### config.mk
export PLATFORM = sky130hd
export DESIGN_NAME = xor_bist_ctrl
export DESIGN_NICKNAME = d
export VERILOG_FILES = /design/src/rtl/xor_bist_ctrl.sv
export SDC_FILE = /design/constraint.sdc
export NUM_CORES = 1
export LEC_CHECK = 0
export CELL_PAD_IN_SITES_DETAIL_PLACEMENT = 0
export CELL_PAD_IN_SITES_GLOBAL_PLACEMENT = 2
export CORE_UTILIZATION = 36
export DETAILED_ROUTE_END_ITERATION = 10
export GPL_TIMING_DRIVEN = 1
export PLACE_DENSITY = 0.89
export SETUP_SLACK_MARGIN = 0.15
export SLEW_MARGIN = 25
export SYNTH_ARGS = -nofsm -noshare
export SYNTH_HDL_FRONTEND = slang
export SYNTH_SLANG_ARGS = --single-unit
### constraint.sdc
create_clock -name clk -period 5.2 [get_ports clk]
set_clock_uncertainty 0.1 [all_clocks]
set_input_delay 0.78 -clock clk [delete_from_list [all_inputs] [get_ports clk]]
set_output_delay 0.78 -clock clk [all_outputs]
set_load 0.02 [all_outputs]
### src/rtl/xor_bist_ctrl.sv
// Exhaustive self-test sequencer for an odd-parity gate: sweeps all 2^WIDTH vectors, checks z after a settle delay.
// Optional XOR_BIST_STOP_ON_FAIL_EN ends the run at the first mismatching vector.
module xor_bist_ctrl #(
  parameter int WIDTH         = 3,
  parameter int SETTLE_CYCLES = 2
) (
  input  logic             clk,
  input  logic             rst,
  input  logic             start,
  output logic [WIDTH-1:0] vec_out,
  input  logic             z,
  output logic             busy,
  output logic             done,
  output logic             pass,
  output logic [WIDTH:0]   err_cnt,
  output logic [WIDTH-1:0] fail_vec
);

  typedef enum logic [2:0] {
    S_IDLE,
    S_APPLY,
    S_SETTLE,
    S_CHECK,
    S_DONE
  } state_t;

  localparam logic [WIDTH:0]   ERR_ONE = 1;
  localparam logic [WIDTH-1:0] VEC_ONE = 1;
  localparam logic [7:0]       SETTLE_LD = 8'(SETTLE_CYCLES);

  state_t           state_q, state_d;
  logic [WIDTH-1:0] vec_q, vec_d;
  logic [WIDTH-1:0] fail_q, fail_d;
  logic [WIDTH:0]   err_q, err_d;
  logic             pass_q, pass_d;
  logic [7:0]       cnt_q, cnt_d;
  logic             expected;
  logic             mismatch;

  // An X or Z on the gate output must be treated as a failure, hence the case inequality.
  assign expected = ^vec_q;
  assign mismatch = (z !== expected);

  always_comb begin
    state_d = state_q;
    vec_d   = vec_q;
    fail_d  = fail_q;
    err_d   = err_q;
    pass_d  = pass_q;
    cnt_d   = cnt_q;
    busy    = 1'b0;
    done    = 1'b0;
    case (state_q)
      S_IDLE: begin
        if (start) begin
          vec_d   = '0;
          err_d   = '0;
          fail_d  = '0;
          pass_d  = 1'b0;
          state_d = S_APPLY;
        end
      end
      S_APPLY: begin
        busy = 1'b1;
        if (SETTLE_LD == 8'd0) begin
          state_d = S_CHECK;
        end else begin
          cnt_d   = SETTLE_LD;
          state_d = S_SETTLE;
        end
      end
      S_SETTLE: begin
        busy  = 1'b1;
        cnt_d = cnt_q - 8'd1;
        if (cnt_q <= 8'd1) begin
          state_d = S_CHECK;
        end
      end
      S_CHECK: begin
        busy = 1'b1;
`ifdef XOR_BIST_STOP_ON_FAIL_EN
        if (mismatch) begin
          fail_d  = vec_q;
          err_d   = ERR_ONE;
          pass_d  = 1'b0;
          state_d = S_DONE;
        end else if (&vec_q) begin
          pass_d  = (err_q == '0);
          state_d = S_DONE;
        end else begin
          vec_d   = vec_q + VEC_ONE;
          state_d = S_APPLY;
        end
`else
        if (mismatch) begin
          err_d = err_q + ERR_ONE;
          if (err_q == '0) begin
            fail_d = vec_q;
          end
        end
        // pass is published on DONE entry so it is already valid during the done pulse.
        if (&vec_q) begin
          pass_d  = (err_d == '0);
          state_d = S_DONE;
        end else begin
          vec_d   = vec_q + VEC_ONE;
          state_d = S_APPLY;
        end
`endif
      end
      S_DONE: begin
        done    = 1'b1;
        state_d = S_IDLE;
      end
      default: begin
        state_d = S_IDLE;
      end
    endcase
  end

  always_ff @(posedge clk or posedge rst) begin
    if (rst) begin
      state_q <= S_IDLE;
      vec_q   <= '0;
      fail_q  <= '0;
      err_q   <= '0;
      pass_q  <= 1'b0;
      cnt_q   <= '0;
    end else begin
      state_q <= state_d;
      vec_q   <= vec_d;
      fail_q  <= fail_d;
      err_q   <= err_d;
      pass_q  <= pass_d;
      cnt_q   <= cnt_d;
    end
  end

  assign vec_out  = vec_q;
  assign err_cnt  = err_q;
  assign fail_vec = fail_q;
  assign pass     = pass_q;

endmodule

==> reports/qor.yml <==
status: "completed"
postCtsSetupBuffers: 0
die_height_um: 59.10
period_minus_slack_ns: 2.522
ys_top_cells_by_area: "dfrtp_1 (47%), ha_1 (6.4%), o21ai_0 (4.7%)"
syn_inst: 118
rows: 20
tritoncts: "done"
r2r_end: "pass"
clock-root-buffer: "clkbuf_4"
synth-seq-cells: 22
critical-path-slowest-cell: "clkdlybuf4s50_1"
die_w_um: 59.10
nets: 145
ios: 17
synthesis.area_um2: 1174
vias_per_cell: 5.039
path_class: "register to primary output"
dieArea_um2: 3492
synth_nets: 128
grtUsageTotal_pct: 14.98
syn-mean-instance-area_um2: 9.946
wl_mm: 2.283
peakVddDrop_mv: 0.2690
p_leak_nw: 0.6316
yosysSeqAreaShare_pct: 46.91
crit_required_ns: 4.32
drive_gt1_share_pct: 8.955
drt_pass1_iterations: 4
setup_viol: 0
end_kind: "primary output"
max_stage_delay_ns: 0.60
worst-r2r-setup-slack_ns: 3.30
grt_pass1_vias: 854
fin_area_um2: 1410
yosysTopAreaCell: "dfrtp_1"
place_area_um2: 1374
antenna_found_initial: 0
final_cell_mix: "dfrtp_1 (22), clkdlybuf4s50_1 (16), nor2_1 (13)"
max-cap-violations: 0
period_share_pct: 48.51
area_growth_pct: 20.15
core-area_um2: 3078
clk_pin_slew_ns: 0.13
r2r_cells: 5
fmax_ghz: 0.3964
grt_pass1_wl_mm: 3.877
n_antenna_cell: 0
clock_insertion_delay_worst_skew_ns: 0.31
hold-path-endpoint: "cnt_q[4]"
place_hpwl_mm: 1.663
drtAntennaViolNets: 0
arrival_ns: 1.64
cp_max_fo: 12
max_slew_margin_pct: 44.91
fillCellCount: 308
startpoint: "state_q[2]"
hold_depth: 1
final_common_cell: "dfrtp_1"
grt_overflow: 0
multi_input_area_um2: 581.8
numPortBuffers: 16
wl_per_cell_um: 12.83
drcViolationCount: 0
seq_area_um2: 550.5
power.density_nw_per_um2: 599.9
final-hold-violation-count: 0
initial_core_util_pct: 38.13
cts_resized: 0
finalSetupTns_ns: 0
fin_util_pct: 45.81
hp-class: "register to register"
yosys_warnings: 0
grt_max_degree: 23
ys_types: 33
reg2reg_from: "vec_out[1]"
cp_cell_sequence: "and2_1 > clkdlybuf4s50_1"
power_w: 0.0008459
worst_setup_path_start_kind: "register"
drv_slew: 0
cts_buffers: 3
hp-start: "cnt_q[4]"
gp_congestion: 0.7011
clkSinkCount: 22
rsz0062_at_grt: "false"
drt-initial-drc-count: 28
netlist.area_leader.share_pct: 46.91
cts_max_level: 1
clockBufferDepth: 2
ctsHoldBuffers: 0
vias: 897
tightest_slew_ns: 0.8254
-- stage by stage --
stage          setup slack (ns)  hold slack [ns]  std cells
6_report                  2.678           0.4114        178
5_1_grt                   2.568           0.4394        178
4_1_cts                   2.664           0.4175        178
3_5_place_dp              2.670           0.3879        174
3_3_place_gp              2.697           0.3834        174
2_1_floorplan             3.201           0.3678        118
-- cells in the mapped netlist --
master    number
a21oi_2        1
dfrtp_1       22
o21a_1         1
o22ai_1        1
nor4_1         2
nand2b_1       3
a32o_1         2
or3b_2         1
a22oi_1        1
a22o_1         6
xor3_2         1
mux2_2         1
o41ai_1        1
nor3b_1        1
xnor2_1        4
or2_2          1
or3b_1         1
ha_1           6
and4_4         1
and2_1         1
inv_1          7
clkbuf_1       4
nand2_1        9
nor3_1         3
nor4b_1        1
a21bo_2        2
a21o_1         1
o21ai_0       11
nand3_1        3
a21oi_1        3
xor2_1         2
nor2_1        13
o31ai_1        1
-- state kept, by name (all words and copies together), names as in the netlist --
name,flops
cnt_q,8
err_cnt,4
fail_vec,3
pass,1
state_q,3
vec_out,3
-- critical path: cells and delay by family, from the launching register on --
kind / cells / cell delay (ns)
buffers and inverters: 1 / 0.60
and+or+nand+nor: 1 / 0.17
DFF: 1 / 0.56
-- layer usage --
metal	wire, um	track usage [%]	up-vias	part of all wire [%]
met1	1223	22.95	423	54
li1	-	-	449	-
met3	69	2.620	5	3.0
met2	960	21.10	20	42
met5	0	0	-	0
met4	30	5.102	0	1.3
-- final cells by class --
class,instances,share of cell area [%]
clock buffer,4,2.573
inverter,7,1.863
multi-input combinational,85,41.26
sequential,22,39.04
tap,44,3.904
timing repair buffer,16,11.36
-- how the worst max path moves through the flow --
| stage | to | slack [ns] | cells after the start |
|---|---|---|---|
| after detailed placement | fail_vec[2] | 2.67 | 5 |
| final | done | 2.68 | 2 |
| after global placement | fail_vec[2] | 2.70 | 5 |
| after CTS | done | 2.66 | 2 |
| after global routing | done | 2.57 | 3 |
| after floorplan | pass | 3.20 | 4 |
-- kinds of logic after synthesis --
family	share of synthesized area [%]
and+or+nand+nor	17.16
adders and majority gates	6.396
xor gates and xnor gates	6.609
DFF	46.91
muxes	0.9594
AOI/OAI and AO/OA	18.44
buffers and inverters	3.518
-- power by group --
part           switching [W]   total, W  internal (W)
Clock              0.0000518  0.0000946     0.0000428
Sequential         0.0000721   0.000302      0.000230
Combinational       0.000247   0.000449      0.000202
No activity file was read; power rests on OpenSTA's default activity.
